[src/rtl/sine_pwm_dac_if.sv]
// Sample stream handshake between the sine LUT producer and the PWM DAC.
// The producer holds sample_in/sample_valid; the DAC answers with sample_ready.
interface sine_pwm_dac_if #(
   parameter int WIDTH = 16
);
   logic [WIDTH-1:0] sample_in;
   logic             sample_valid;
   logic             sample_ready;

   modport master (
      output sample_in,
      output sample_valid,
      input  sample_ready
   );

   modport slave (
      input  sample_in,
      input  sample_valid,
      output sample_ready
   );
endinterface

[src/rtl/sine_pwm_dac.sv]
// Sample-to-PWM converter: one PWM period of 2^PWM_BITS cycles per accepted sample,
// with a one-entry holding buffer and saturating starvation (underrun) counting.
module sine_pwm_dac #(
   parameter int WIDTH    = 16,
   parameter int PWM_BITS = 8
) (
   input  logic          clk,
   input  logic          rst_n,
   input  logic          enable,
   sine_pwm_dac_if.slave smp,
   output logic          pwm_out,
   output logic          period_start,
   output logic          underrun,
   output logic [15:0]   underrun_count
);

   localparam logic [PWM_BITS-1:0] K_LAST = {PWM_BITS{1'b1}};
   localparam logic [PWM_BITS-1:0] K_ZERO = {PWM_BITS{1'b0}};
   localparam logic [PWM_BITS-1:0] K_ONE  = PWM_BITS'(1'b1);

   typedef enum logic {
      ST_IDLE = 1'b0,
      ST_RUN  = 1'b1
   } state_e;

   state_e              state_q, state_d;
   logic [PWM_BITS-1:0] k_q, k_d;
   logic [PWM_BITS-1:0] duty_q, duty_d;
   logic [PWM_BITS-1:0] buf_q, buf_d;
   logic                buf_full_q, buf_full_d;
   logic                ready_q, ready_d;
   logic                pwm_q, pwm_d;
   logic                pstart_q, pstart_d;
   logic                under_q, under_d;
   logic [15:0]         ucount_q, ucount_d;

   logic accept_s;
   logic load_s;
   logic boundary_s;
   logic underrun_s;
   logic run_s;
   logic unused_lsbs_s;

   // Only the duty field of each sample matters; the remaining bits are dropped here.
   assign unused_lsbs_s = ^smp.sample_in;

   // State and registered-output update with synchronous active-low reset.
   always_ff @(posedge clk) begin
      if (!rst_n) begin
         state_q    <= ST_IDLE;
         k_q        <= K_ZERO;
         duty_q     <= K_ZERO;
         buf_q      <= K_ZERO;
         buf_full_q <= 1'b0;
         ready_q    <= 1'b0;
         pwm_q      <= 1'b0;
         pstart_q   <= 1'b0;
         under_q    <= 1'b0;
         ucount_q   <= 16'h0000;
      end else begin
         state_q    <= state_d;
         k_q        <= k_d;
         duty_q     <= duty_d;
         buf_q      <= buf_d;
         buf_full_q <= buf_full_d;
         ready_q    <= ready_d;
         pwm_q      <= pwm_d;
         pstart_q   <= pstart_d;
         under_q    <= under_d;
         ucount_q   <= ucount_d;
      end
   end

   // Next-state logic: period counter, buffer handshake, duty reload and underrun count.
   always_comb begin
      state_d    = state_q;
      k_d        = k_q;
      load_s     = 1'b0;
      underrun_s = 1'b0;
      accept_s   = smp.sample_valid && ready_q;
      boundary_s = (state_q == ST_RUN) && (k_q == K_LAST);

      case (state_q)
         ST_IDLE: begin
            k_d = K_ZERO;
            if (buf_full_q && enable) begin
               state_d = ST_RUN;
               load_s  = 1'b1;
            end else begin
               state_d = ST_IDLE;
            end
         end
         ST_RUN: begin
            k_d = k_q + K_ONE;
            if (boundary_s) begin
               // enable only matters here, so a mid-period drop lets the period finish
               if (!enable) begin
                  state_d = ST_IDLE;
                  k_d     = K_ZERO;
               end else if (buf_full_q) begin
                  load_s = 1'b1;
               end else begin
                  underrun_s = 1'b1;
               end
            end else begin
               state_d = ST_RUN;
            end
         end
         default: begin
            state_d = ST_IDLE;
            k_d     = K_ZERO;
         end
      endcase

      if (load_s) begin
         duty_d = buf_q;
      end else begin
         duty_d = duty_q;
      end

      if (accept_s) begin
         buf_d = smp.sample_in[WIDTH-1 -: PWM_BITS];
      end else begin
         buf_d = buf_q;
      end

      // load and accept never coincide: ready is low whenever the buffer is loadable
      buf_full_d = (buf_full_q && !load_s) || accept_s;

      if (underrun_s && (ucount_q != 16'hFFFF)) begin
         ucount_d = ucount_q + 16'h0001;
      end else begin
         ucount_d = ucount_q;
      end
   end

   // Output decode from the next state so every output is a flop.
   always_comb begin
      run_s = (state_d == ST_RUN);
      if (run_s) begin
         pstart_d = (k_d == K_ZERO);
         pwm_d    = (k_d < duty_d);
         under_d  = underrun_s;
      end else begin
         pstart_d = 1'b0;
         pwm_d    = 1'b0;
         under_d  = 1'b0;
      end
      ready_d = !buf_full_d;
   end

   assign smp.sample_ready = ready_q;
   assign pwm_out          = pwm_q;
   assign period_start     = pstart_q;
   assign underrun         = under_q;
   assign underrun_count   = ucount_q;

endmodule
[src/flat_wrapper.sv]
// flat-port wrapper written by rule: the top's interface ports become plain ports
module sine_pwm_dac_flat 
#(
   parameter int WIDTH    = 16,
   parameter int PWM_BITS = 8
)
  (clk, rst_n, enable, pwm_out, period_start, underrun, underrun_count, smp_sample_in, smp_sample_valid, smp_sample_ready);
  sine_pwm_dac_if #(.WIDTH(WIDTH)) smp_i ();
  input  logic clk;
  input  logic rst_n;
  input  logic enable;
  output logic pwm_out;
  output logic period_start;
  output logic underrun;
  output logic [15:0] underrun_count;
  input wire logic [$bits(smp_i.sample_in)-1:0] smp_sample_in;
  input wire logic [$bits(smp_i.sample_valid)-1:0] smp_sample_valid;
  output wire logic [$bits(smp_i.sample_ready)-1:0] smp_sample_ready;
  assign smp_i.sample_in = smp_sample_in;
  assign smp_i.sample_valid = smp_sample_valid;
  assign smp_sample_ready = smp_i.sample_ready;
  sine_pwm_dac #(.WIDTH(WIDTH), .PWM_BITS(PWM_BITS)) u_core (.clk(clk), .rst_n(rst_n), .enable(enable), .smp(smp_i), .pwm_out(pwm_out), .period_start(period_start), .underrun(underrun), .underrun_count(underrun_count));
endmodule
[config.mk]
export PLATFORM = sky130hd
export DESIGN_NAME = sine_pwm_dac_flat
export DESIGN_NICKNAME = d
export VERILOG_FILES = /design/src/rtl/sine_pwm_dac_if.sv /design/src/rtl/sine_pwm_dac.sv /design/src/flat_wrapper.sv
export SDC_FILE = /design/constraint.sdc
export NUM_CORES = 1
export LEC_CHECK = 0
export ABC_CLOCK_PERIOD_IN_PS = 2800
export BUFFER_PORTS_ARGS = -buffer_cell sky130_fd_sc_hd__buf_2
export CAP_MARGIN = 30
export CORE_AREA = 2 2 70 72
export CTS_CLUSTER_DIAMETER = 50
export DETAILED_ROUTE_END_ITERATION = 16
export DIE_AREA = 0 0 72 74
export GPL_ROUTABILITY_DRIVEN = 0
export PLACE_DENSITY = 0.72
export SETUP_SLACK_MARGIN = 0.15
export SYNTH_ARGS = -nofsm -noshare
export SYNTH_HDL_FRONTEND = slang
export SYNTH_SLANG_ARGS = --single-unit
[constraint.sdc]
create_clock -name clk -period 2.8 [get_ports clk]
set_input_delay 0.56 -clock clk [delete_from_list [all_inputs] [get_ports clk]]
set_output_delay 0.56 -clock clk [all_outputs]
set_load 0.1 [all_outputs]
Word-level counts from Yosys, hierarchy flattened
Index checks and enable logic that the tools add are counted.
Storage, ports and cells
  flip-flop bits (word level): 46
  input bits: 20
  output and inout bits: 20
Cells by class
  add/subtract/negate cells: 2
  $lt $le $gt $ge: 1
  equal/unequal tests: 2
  mux-type cells: 16
  bitwise operators: 1
  reduce and logical (&&, ||, !) cells: 10
Operators with widths (count)
  8-bit 2-to-1 mux: 3
  16-bit by 1-bit adder with 16-bit output (second input constant): 1
  16-bit inequality test (second input constant): 1
  8-bit case mux with 2 select lines: 1
  1-bit 2-to-1 mux: 10
  8-bit by 1-bit adder with 8-bit output (second input constant): 1
  8-bit == test (second input constant): 1
  8-bit logical NOT: 1
  8-bit < comparator: 1
  1-bit logical AND: 5
  1-bit case mux with 2 select lines: 2
  1-bit logical NOT: 2
  2-bit AND reduction: 1
  1-bit logical OR: 1
  1-bit inverter: 1

Longest topological paths before layout
Gate-level depths: netlist (run 1).
  depth in word-level cells: 8
  mapped depth: 12
  gate-level depth less buffers: 11

Least setup slack after synthesis (run 1)
Ideal clock, no wire load.
  path type: register -> register
  from: register u_core.k_q[0]
  to: register u_core.pwm_q, in the netlist u_core.pwm_out
  data arrival time: 2452 ps
  slack: 274 ps
  stages on the path, launching flop included: 13
  buffers on the path: 1
  clock period less this slack: 2526 ps
  path through: dfxtp_1 ha_1 nand3_4 o21ai_0 nand3_1 buf_2 mux2i_1 ha_1 a211o_1 o211ai_1 and3_2 o211ai_1 o21ai_0
On the way
  word-level cells in the longest chain between the ends: 6
  elaborated cells between the ends (all ways): 13
  classes of those cells: 1 x add/sub; 1 x order compare; 1 x eq/ne; 8 x mux; 2 x reduce/logical
Ends and longest elaborated chain
  from (decl): line sine_pwm_dac.sv:27  | logic [PWM_BITS-1:0] k_q, k_d;
  from (signal assigned): line sine_pwm_dac.sv:62  | k_q <= k_d;
  branches (longest 6 deep; another with 8-bit by 1-bit adder with 8-bit output)
  to (signal assigned): line sine_pwm_dac.sv:67  | pwm_q <= pwm_d;
  to (decl): line sine_pwm_dac.sv:32  | logic pwm_q, pwm_d;
Several ways; the timed one is not identified.
A chain may end at the register's enable or synchronous reset.

Worst setup path in the final report (run 1)
  from: register u_core.k_q[1]
  to: register u_core.pwm_q, in the netlist u_core.pwm_out
On the way
  elaborated cells between the ends (all ways): 13
  classes of those cells: 1 x add/sub; 1 x order compare; 1 x eq/ne; 8 x mux; 2 x reduce/logical
RTL lines
  8-bit by 1-bit adder with 8-bit output or 8-bit == test (tied branches): line sine_pwm_dac.sv:94, sine_pwm_dac.sv:81
  8-bit 2-to-1 mux or 1-bit logical AND (tied branches): line sine_pwm_dac.sv:97, sine_pwm_dac.sv:81
  8-bit 2-to-1 mux *: line sine_pwm_dac.sv:95  | if (boundary_s) begin
  8-bit case mux with 2 select lines *: line sine_pwm_dac.sv:83  | case (state_q)
  net u_core.k_d[5]: line sine_pwm_dac.sv:27
  8-bit < comparator *: line sine_pwm_dac.sv:142  | pwm_d = (k_d < duty_d);
The timed path passes the listed nets; every way through them passes the cells marked *.

==> results of run 1 <==
worst max-delay path, cell delays in order (launching register included):
cell and delay (ns):
dfxtp_2 0.38, ha_4 0.17, nand3_4 0.10, or3_4 0.43
nand2_1 0.15, nor2_1 0.10, ha_1 0.30, a211o_1 0.29
o211ai_1 0.08, and3_2 0.20, o211ai_1 0.08, o21ai_0 0.14
layer usage:
| metal | up-vias | wire (µm) |
|---|---|---|
| met5 | - | 0 |
| met4 | 0 | 74 |
| met3 | 5 | 172 |
| met2 | 32 | 1830 |
| met1 | 829 | 2110 |
| li1 | 921 | - |
area by class of cell:
type / count / area [µm²]
Clock inverter: 3 / 45.0
Multi-Input combinational cell: 185 / 1300
Timing Repair Buffer: 36 / 193
Fill cell: 434 / 2000
Sequential cell: 46 / 923
Clock buffer: 5 / 68.8
Tap cell: 54 / 67.6
Inverter: 1 / 3.75
path summary, 6_finish.rpt:
| check | endpoint | from |
|---|---|---|
| setup / recovery | u_core.pwm_out$_SDFF_PN0_ | u_core.k_q[1]$_SDFF_PN0_ |
| hold / removal | u_core.buf_q[2]$_SDFFE_PN0P_ | u_core.buf_q[2]$_SDFFE_PN0P_ |
| setup reg to reg | u_core.pwm_out$_SDFF_PN0_ | u_core.k_q[1]$_SDFF_PN0_ |
| hold reg to reg | u_core.buf_q[2]$_SDFFE_PN0P_ | u_core.buf_q[2]$_SDFFE_PN0P_ |
stage by stage:
stage / utilization / hold slack, ns / instances
after global placement: 0.535 / 0.452 / 322
final: 0.565 / 0.468 / 330
after detailed placement: 0.535 / 0.457 / 322
after CTS: 0.560 / 0.470 / 330
after floorplan: - / 0.443 / 241
after global routing: 0.565 / 0.487 / 330
registers in the layout, indices dropped and copies added, names as in the netlist:
name and count:
u_core.pwm_out 1, u_core.period_start 1, u_core.underrun 1, u_core.smp.sample_ready 1
u_core.buf_q 8, u_core.duty_q 8, u_core.k_q 8, u_core.state_q 1
u_core.buf_full_q 1, u_core.underrun_count 16
where the power goes:
part | internal (mW) | switching [mW]
registers | 0.664 | 0.00610
clock network | 0.265 | 0.224
logic | 0.0289 | 0.0479
what timing repair did:
action                     CTS  global route
pin swaps                    0             0
gates resized for setup      1             4
hold buffers                 0             0
setup endpoints to repair    1             1
logic make-up (layout without fill, tap and decap cells):
kind of cell	after synthesis	after routing	synth area share
buf+inv	10	45	0.0179
fa+ha+maj	9	9	0.0504
simple gates	113	113	0.301
compound gates	40	40	0.124
flops	46	46	0.412
xor+xnor	13	13	0.0509
mux	10	10	0.0448
cell usage in the layout (no fill, tap or decap), drive strengths merged, types with 2 or more instances in the layout:
master	synthesis	routed
nor3	4	4
xnor2	11	11
nand2b	4	4
o31ai	2	2
ha	9	9
and3	6	6
nand2	25	25
dfxtp	46	46
and2	18	18
nand3	12	12
o21a	2	2
mux2i	10	10
nor2	11	11
a21boi	12	12
nor2b	10	10
xor2	2	2
o2111ai	2	2
a21oi	3	3
nor4	3	3
clkinvlp	0	2
nand4	8	8
o211ai	4	4
or3	4	4
buf	2	36
o21ai	11	11
clkbuf	7	5
==> results.md, run 1 <==
* Peak Freq at 401 MHz
* Grt met3 use at 0.0379
* CTS H-Tree Depth at 2
* Design area at 0.00260 mm²
* Min-Delay Path Class: flop to flop
* Dominant cells by area after synthesis: dfxtp_1, ha_1, and2_1
* Largest net degree at the start of global routing at 40
* Layout area overhead at 16.2%
* Initial Util at 0.486
* Total leakage power at 1.06 nW
* Core Rows at 25
* Post-synth top area share at 0.412
* Gr ovfl total at 0
* M1 GR Usage at 0.245
* Initial DRC count at 74
* Setup_tns at 0 ns
* Initial antenna violation count at 0
* First-pass GRT wire length at 7.09 mm
* Routed wire length at 4.18 mm
* RSZ-0062 raised after global routing: no
* Final Cycle Share at 0.891
* Routed vias/inst at 5.42
* GR Layer Usage met2 at 0.248
* Synth cell count leaders: dfxtp_1, nand2_1, and2_1
* Distinct cells, synth at 52
* Most frequent cell after synthesis: dfxtp_1
* Worst Max-Slew Pin Slew at 0.486 ns
* Yosys reg bits at 46
* Hold Violations, Final at 0
* Run status: finished clean
* Post-synth net total at 270
* Arrival time worst endpoint at 2.72 ns
* Clock Skew at 0.00383 ns
* Clk Latency, worst-skew pair at 0.30 ns
* Clock Tree Buf Depth at 2
* Core area at 0.00460 mm²
* All-Layer GR Usage at 0.171
* Critical path class: flop to flop
* R2R Setup Slk at 0.30 ns
* Die Wd at 72 µm
* Synthesized cell area at 0.00224 mm²
* Crit path launch type: flop
* Total CTS buffers at 5
* Biggest area consumer among synthesized cells: dfxtp_1
* Sequential fraction of the synthesis area at 0.412
* Final antenna-violating net count at 0
* Place WS at 0.157 ns
* Global route hottest layer: met2
* Prevailing post-synth register cell: dfxtp_1
* Synth Instances at 241
* Die height at 74 µm
* Avg Cell Area, Syn at 9.28 µm²
* Die ar. at 0.00533 mm²
* Post-DR wirelength/cell at 12.7 µm
* Clk slew on worst S/H paths at 0.09 ns
* Number of enable flip-flop cells after synthesis at 0
* Power Dens Cells at 476 mW/mm²
* Port buffer count at 31
* Number of max-cap violations at 0
* Crit Path Max Fanout at 7
* Total power at 1.24 mW
* Min-Delay Path Depth at 2
* Via Count at 1787
* Reg2Reg Depth at 11
* Residual DRC at 0
* Number of global-route vias before repair at 1547
* IO Count at 40
* Post-CTS Setup Repair Bufs at 0
* CTS sink cnt at 46
* Critical path capture point type: flop
* Layout cells sized above 1 at 0.225
* Antenna Cells at 0
* Final HPWL DP at 3.02 mm
* WP data required at 3.03 ns
* Fin nets at 304
* TritonRoute pass-1 iters at 4
* Root buffer cell: clkbuf_8
* Peak VDD IR at 0.274 mV
* Post-synth ARST share at 0
* Min Tclk post-route at 2.50 ns
* Rel. slew slack at 0.678
* CTS tree: done
* Final Max Tran Viols at 0
* Final setup vio count at 0
* Worst setup margin at 0.305 ns
* Area post-placement at 0.00246 mm²
* Yosys warns at 0
(Power assumes the default switching activity.)
==> inputs of run 2 (changes only) <==
- ABC_AREA: not set -> 1
- GPL_TIMING_DRIVEN: not set -> 0
==> run 2 against run 1 <==
  * Sequential power rose by 0.9%
  * Critical path type unchanged
  * Die area is the same
  * Critical path depth unchanged
  * Combinational power rose by 12%
  * First-iteration DRC count rose by 30%
  * Via count is 8.6% higher
==> results.md, run 2 <==
* Yosys warns at 0 (unchanged)
* Post-CTS Setup Repair Bufs at 0 (unchanged)
* Dominant cells by area after synthesis: dfxtp_1, nand2_1, nor2_1
* TritonRoute pass-1 iters at 4 (unchanged)
* CP max stage delay at 0.42 ns (about the same)
* IO Count at 40 (unchanged)
* Crit path launch type: flop
* Design area at 0.00258 mm² (-0.72%)
* Worst hold slack at 0.494 ns (+0.0264 ns)
* Setup_tns at 0 ns (unchanged)
* Run status: finished clean
* Number of max-cap violations at 0 (unchanged)
* Routed wire length at 4.47 mm (+6.9%)
* Final Max Tran Viols at 0 (unchanged)
* Number of global-route vias before repair at 1714 (+11%)
* Most frequent cells in the layout: nand2_1, nor2_1, dfxtp_1, buf_2, inv_1
* RR Startpoint: u_core.k_q[0]$_SDFF_PN0_
* Place WS at 0.586 ns (+0.429 ns)
* Die Wd at 72 µm (unchanged)
* Final Cycle Share at 0.799 (-0.0919)
* Via Count at 1940 (+8.6%)
* CTS H-Tree Depth at 2 (unchanged)
* Switching share of total power at 0.238 (+0.0136)
* Hold Violations, Final at 0 (unchanged)
* Antenna Cells at 0 (unchanged)
* Post-synth top area share at 0.411 (-0.00115)
* Number of enable flip-flop cells after synthesis at 0 (unchanged)
* Peak VDD IR at 0.305 mV (+11%)
* Most frequent cell after synthesis: nand2_1
* Routed vias/inst at 4.94 (-8.8%)
* Initial Util at 0.488 (+0.00136)
* CTS tree: done
* Final HPWL DP at 3.43 mm (+14%)
* Area post-placement at 0.00246 mm² (+0.20%)
* WP data required at 3.04 ns (about the same)
* CTS sink cnt at 46 (unchanged)
* R2R Setup Slk at 0.56 ns (+0.26 ns)
* Reg2reg end: u_core.pwm_out$_SDFF_PN0_
* Biggest area consumer among synthesized cells: dfxtp_1
* Sequential share of power at 0.536 (-0.006)
* Worst-path cell chain: ha_1 > nand2_2 > nor2_4 > nand2_2 > nand2_1 > nand2_2 > mux2i_1 > ha_1 > a21oi_1 > o211ai_1 > a21oi_1
* Min Tclk post-route at 2.24 ns (-0.257 ns)
* Worst setup margin at 0.562 ns (+0.257 ns)
* Post-CTS Hold Buffers at 0 (unchanged)
* Most frequent CP cell: nand2_2
* Distinct cells, synth at 31 (-40%)
* Arrival time worst endpoint at 2.48 ns (-0.24 ns)
* Beginning of the worst hold path: u_core.buf_q[3]$_SDFFE_PN0P_
* Yosys reg bits at 46 (unchanged)
* Critical path class: flop to flop
* Die height at 74 µm (unchanged)
* Largest net degree at the start of global routing at 16 (-60%)
* Synth cell count leaders: nand2_1, nor2_1, dfxtp_1
* Total CTS buffers at 5 (unchanged)
* Peak Freq at 447 MHz (+11%)
* Worst Max-Slew Pin Slew at 0.533 ns (+0.0468 ns)
* Post-DR wirelength/cell at 11.4 µm (-10%)
* Critical path capture point type: flop
* Synth Instances at 300 (+24%)
* Fill cells at 446 (+2.8%)
* Reg2Reg Depth at 11 (unchanged)
* Final setup vio count at 0 (unchanged)
* Rel. slew slack at 0.645 (-0.0334)
* RSZ-0062 raised after global routing: no
* Core area at 0.00460 mm² (unchanged)
* Layout area overhead at 15.0%
* Port buffer count at 31 (unchanged)
* Total leakage power at 1.19 nW (+12%)
* Core Rows at 25 (unchanged)
* Fin nets at 367 (+21%)
* All-Layer GR Usage at 0.185 (+0.0139)
* Max reg flops at 16 (unchanged)
* Residual DRC at 0 (unchanged)
* Min-Delay Path Depth at 2 (unchanged)
* Synthesized cell area at 0.00224 mm² (+0.28%)
* Switch Pwr at 300 µW (+8.1%)
* Post-synth net total at 329 (+22%)
* Combinational Power Share at 0.068 (+0.006)
* Avg Cell Area, Syn at 7.47 µm² (-19%)
* Post-synth ARST share at 0 (unchanged)
* Layout cells sized above 1 at 0.162 (-0.0624)
* Root buffer cell: clkbuf_8
* Min-Delay Path Class: flop to flop
* Most common cell after layout, fill and taps aside: nand2_1
* Die ar. at 0.00533 mm² (unchanged)
* Initial antenna violation count at 0 (unchanged)
* Int Pwr at 960 µW (+0.13%)
* CP max stage cell: dfxtp_1
* Gates resized, CTS repair at 0 (-1)
* Clock Skew at 0.00534 ns (+0.00151 ns)
* Gr ovfl total at 0 (unchanged)
* Crit Path Max Fanout at 9 (+2)
* Clk Latency, worst-skew pair at 0.30 ns (about the same)
* Clock Tree Buf Depth at 2 (unchanged)
* First-pass GRT wire length at 7.75 mm (+9.3%)
* Initial DRC count at 96 (+30%)
* Clk pwr share at 0.395 (about the same)
* Prevailing post-synth register cell: dfxtp_1
* Sequential fraction of the synthesis area at 0.411 (-0.00115)
* Clk slew on worst S/H paths at 0.09 ns (about the same)
* Hold endpoint: u_core.buf_q[3]$_SDFFE_PN0P_
* Final antenna-violating net count at 0 (unchanged)
* Power Dens Cells at 489 mW/mm² (+2.7%)
-- run 2: cell count changes after synthesis, sizes merged, moves of 4 or more --
cell | before | now
nand2b | 4 | 0
nor2b | 10 | 0
nor3 | 4 | 8
xor2 | 2 | 10
nor2 | 11 | 60
a21boi | 12 | 0
nand2 | 25 | 65
and2 | 18 | 1
a21oi | 3 | 21
nand3 | 12 | 7
xnor2 | 11 | 1
and3 | 6 | 0
inv | 1 | 30
-- run 2: logic make-up (layout without fill, tap and decap cells) --
family | count (synthesis) | in the layout | share of synthesized area
xor gates and xnor gates | 11 | 11 | 0.0430
adders and majority gates | 9 | 9 | 0.0502
AOI/OAI and AO/OA | 38 | 38 | 0.0932
muxes | 7 | 7 | 0.0313
buffers and inverters | 36 | 75 | 0.0603
DFF | 46 | 46 | 0.411
and+or+nand+nor | 153 | 153 | 0.311
-- run 2: routing by layer --
layer  global-route usage  routed length, µm
met1                0.255               2300
met2                0.288               1900
met3               0.0339                184
met4               0.0755                 79
met5                    0                  0
-- run 2: worst max-delay path by stage --
stage                                          start                                      to  slack (ns)  depth (start not counted)
6_report                    u_core.k_q[0]$_SDFF_PN0_               u_core.pwm_out$_SDFF_PN0_        0.56                         11
5_1_grt                     u_core.k_q[0]$_SDFF_PN0_               u_core.pwm_out$_SDFF_PN0_        0.27                         11
3_5_place_dp                u_core.k_q[0]$_SDFF_PN0_               u_core.pwm_out$_SDFF_PN0_        0.59                         11
3_3_place_gp                u_core.k_q[0]$_SDFF_PN0_               u_core.pwm_out$_SDFF_PN0_        0.64                         11
2_1_floorplan  u_core.underrun_count[0]$_SDFFE_PN0P_  u_core.underrun_count[15]$_SDFFE_PN0P_        0.42                          9
4_1_cts                     u_core.k_q[0]$_SDFF_PN0_               u_core.pwm_out$_SDFF_PN0_        0.56                         11
-- run 2: worst max-delay path, delay by kind of cell, from the launching register on --
kind / cells / cell delay (ns)
fa+ha+maj: 2 / 0.51
mux: 1 / 0.27
simple gates: 5 / 0.58
compound gates: 3 / 0.38
flops: 1 / 0.42
-- run 2: layout make-up --
| type | count | area (µm²) | share of cell area |
|---|---|---|---|
| multi-input cells | 218 | 1190 | 0.460 |
| flip-flops and latches | 46 | 921 | 0.357 |
| plain buffers | 5 | 18.8 | 0.00728 |
| repair buffers | 31 | 155 | 0.0602 |
| clock buffers | 5 | 68.8 | 0.0267 |
| clock inverters | 3 | 45.0 | 0.0175 |
| inverters | 31 | 116 | 0.0451 |
| well taps | 54 | 67.6 | 0.0262 |
-- run 2: power groups by stage --
| stage | Clock [mW] | Sequential [mW] | Combinational (mW) |
|---|---|---|---|
| floorplan | 0 | 0.707 | 0.0471 |
| global placement | 0 | 0.690 | 0.0848 |
| detailed placement | 0 | 0.691 | 0.0859 |
| CTS | 0.507 | 0.676 | 0.0867 |
| global route | 0.529 | 0.678 | 0.0973 |
| finish | 0.498 | 0.676 | 0.0861 |
-- run 2: stage by stage --
stage	util	power, mW	std cells
after detailed placement	0.536	0.777	385
final	0.561	1.26	393
after global routing	0.561	1.30	393
after CTS	0.561	1.27	393
after global placement	0.536	0.775	385
after floorplan	-	0.754	300
==> inputs of run 3 (changes only) <==
- ABC_CLOCK_PERIOD_IN_PS: 2800 -> 1800
- PLACE_DENSITY: 0.72 -> 0.74
- clock period: 2.8 -> 1.8 ns (I/O delays scaled with it)
==> run 3 against run 2 <==
  * The run now ends with negative setup slack left
  * Highest routed layer unchanged
  * Core utilization increased by 11 points
  * Register-to-register slack got worse by 0.71 ns
  * Clock power increased by 37%
  * Routed wire length increased by 22%
==> results.md, run 3 (synthesized netlist as in run 2, its figures left out) <==
* Largest net degree at the start of global routing at 18 (+2)
* Final antenna-violating net count at 0 (unchanged)
* Critical path class: flop to flop
* GR Layer Usage met2 at 0.332 (+0.0442)
* Final setup vio count at 17 (+17)
* Power Dens Cells at 611 mW/mm² (+25%)
* Final Cycle Share at 1.08 (+0.282)
* Failing checks: negative setup slack
* Switch Pwr at 515 µW (+72%)
* Arrival time worst endpoint at 2.18 ns (-0.30 ns)
* Core area at 0.00460 mm² (unchanged)
* Clk Latency, worst-skew pair at 0.30 ns (about the same)
* Gr ovfl total at 0 (unchanged)
* Grt met3 use at 0.0325 (-0.00136)
* Final Max Tran Viols at 0 (unchanged)
* Most frequent cells in the layout: nor2_1, nand2_1, buf_2, dfxtp_1, inv_1
* Worst-path cell chain: ha_4 > nand2_4 > nor2_4 > nand4_1 > nand2_2 > inv_1 > nand2_2 > inv_1 > ha_1 > a21oi_1 > o211ai_1 > a21oi_2
* Setup_tns at -1.18 ns (-1.18 ns)
* Global route hottest layer: met2
* Total leakage power at 1.41 nW (+18%)
* CP bufs+invs at 2 (+2)
* Worst setup margin at -0.146 ns (-0.708 ns)
* Min-Delay Path Class: primary input to flop
* Core Rows at 25 (unchanged)
* Fill cells at 354 (-21%)
* Worst Max-Slew Pin Slew at 0.640 ns (+0.107 ns)
* Area post-placement at 0.00257 mm² (+4.1%)
* Rel. slew slack at 0.573 (-0.0715)
* Crit path launch type: flop
* Die Wd at 72 µm (unchanged)
* Int Pwr at 1.37 mW (+42%)
* Peak Freq at 514 MHz (+15%)
* Via Count at 2110 (+8.8%)
* Antenna Cells at 0 (unchanged)
* Port buffer count at 31 (unchanged)
* IO Count at 40 (unchanged)
* Die height at 74 µm (unchanged)
* Critical path capture point type: flop
* WP data required at 2.04 ns (-1.00 ns)
* Sequential share of power at 0.550 (+0.014)
* Final HPWL DP at 3.54 mm (+3.2%)
* Routed wire length at 5.44 mm (+22%)
* Number of global-route vias before repair at 1915 (+12%)
* CTS H-Tree Depth at 2 (unchanged)
* Routed vias/inst at 5.07 (+2.7%)
* Root buffer cell: clkbuf_8
* Max reg flops at 16 (unchanged)
* Layout area overhead at 37.3%
* Design area at 0.00308 mm² (+19%)
* RSZ-0062 raised after global routing: yes
* Switching share of total power at 0.274 (+0.0356)
* Combinational Power Share at 0.089 (+0.021)
* TritonRoute pass-1 iters at 4 (unchanged)
* Initial DRC count at 98 (+2.1%)
* Crit Path Max Fanout at 3 (-6)
* Die ar. at 0.00533 mm² (unchanged)
* Most common cell after layout, fill and taps aside: nor2_1
* All-Layer GR Usage at 0.207 (+0.0226)
* Initial Util at 0.488 (unchanged)
* Layout cells sized above 1 at 0.376 (+0.213)
* CTS tree: done
* Total CTS buffers at 5 (unchanged)
* Clock Skew at 0.00776 ns (+0.00242 ns)
* CTS sink cnt at 46 (unchanged)
* Peak VDD IR at 0.538 mV (+76%)
* M1 GR Usage at 0.287 (+0.0321)
* CP max stage delay at 0.36 ns (-0.06 ns)
* Total power at 1.88 mW (+49%)
* Clk pwr share at 0.361 (-0.034)
* Fin nets at 390 (+6.3%)
* CP max stage cell: dfxtp_2
* Clk slew on worst S/H paths at 0.10 ns (about the same)
* Post-CTS Hold Buffers at 0 (unchanged)
* Cell family with most CP delay: simple AND/OR/NAND/NOR gates
* Post-DR wirelength/cell at 13.1 µm (+15%)
* Min Tclk post-route at 1.95 ns (-0.292 ns)
* First-pass GRT wire length at 8.62 mm (+11%)
* Initial antenna violation count at 0 (unchanged)
* Hold Violations, Final at 0 (unchanged)
* Number of max-cap violations at 0 (unchanged)
* Residual DRC at 0 (unchanged)
* Clock Tree Buf Depth at 2 (unchanged)
* Run status: finished, violations left
[run 3: cell count changes in the layout (fill, tap and decap cells not counted), moves of 4 or more]
cell and change:
a21oi_1 -10, nand2_4 +7, ha_4 +4, dfxtp_1 -19
inv_1 -4, buf_4 +15, a21oi_2 +10, dfxtp_2 +6
buf_6 +5, ha_1 -4, dfxtp_4 +13, nand2_1 -8
mux2i_1 -5
[run 3: tightest hold or removal path, stage by stage]
cell and delay, ns:
buf_2 0.07, o21ai_0 0.07, nor2_1 0.07
[run 3: cell type report]
cell class              count  area [µm²]  area share
repair inverters            1        7.51     0.00244
flip-flops and latches     46         977       0.317
multi-input cells         220        1450       0.470
well taps                  54        67.6      0.0219
plain buffers               5        20.0     0.00650
repair buffers             51         324       0.105
clock buffers               5        68.8      0.0223
inverters                  31         139      0.0451
clock inverters             3        28.8     0.00935
[run 3: stage by stage]
stage	hold WS, ns	utilization	instances	setup slack (ns)
floorplan	0.448	-	300	0.0230
global placement	0.460	0.558	385	-0.196
detailed placement	0.473	0.558	385	-0.274
CTS	0.295	0.624	411	-0.161
global route	0.303	0.670	416	-0.280
finish	0.298	0.670	416	-0.146
[run 3: per-layer routing]
| layer | share of wire | vias up |
|---|---|---|
| li1 | - | 1095 |
| met1 | 0.48 | 958 |
| met2 | 0.47 | 42 |
| met3 | 0.026 | 15 |
| met4 | 0.026 | 0 |
| met5 | 0 | - |
[run 3: worst paths after layout]
| path | from | endpoint | slack [ns] | cells after the start |
|---|---|---|---|---|
| hold / removal | smp_sample_in[9] | u_core.buf_q[1]$_SDFFE_PN0P_ | 0.30 | 3 |
| setup reg to reg | u_core.k_q[1]$_SDFF_PN0_ | u_core.pwm_out$_SDFF_PN0_ | -0.15 | 12 |
| setup / recovery | u_core.k_q[1]$_SDFF_PN0_ | u_core.pwm_out$_SDFF_PN0_ | -0.15 | 12 |
| hold reg to reg | u_core.duty_q[0]$_SDFF_PN0_ | u_core.duty_q[0]$_SDFF_PN0_ | 0.49 | 2 |
[run 3: power by group through the flow]
| stage | clock [mW] | sequential [mW] | combinational (mW) |
|---|---|---|---|
| global placement | 0 | 1.06 | 0.135 |
| CTS | 0.691 | 1.03 | 0.155 |
| finish | 0.680 | 1.04 | 0.167 |
| floorplan | 0 | 1.08 | 0.0750 |
| global route | 0.744 | 1.04 | 0.185 |
| detailed placement | 0 | 1.06 | 0.137 |
[run 3: timing repair]
action	CTS	global route
pin swaps	11	21
endpoints found under the setup margin	7	18
endpoints found under the hold margin	0	0
gates cloned	3	0
gates resized for setup	18	44
setup buffers	15	5
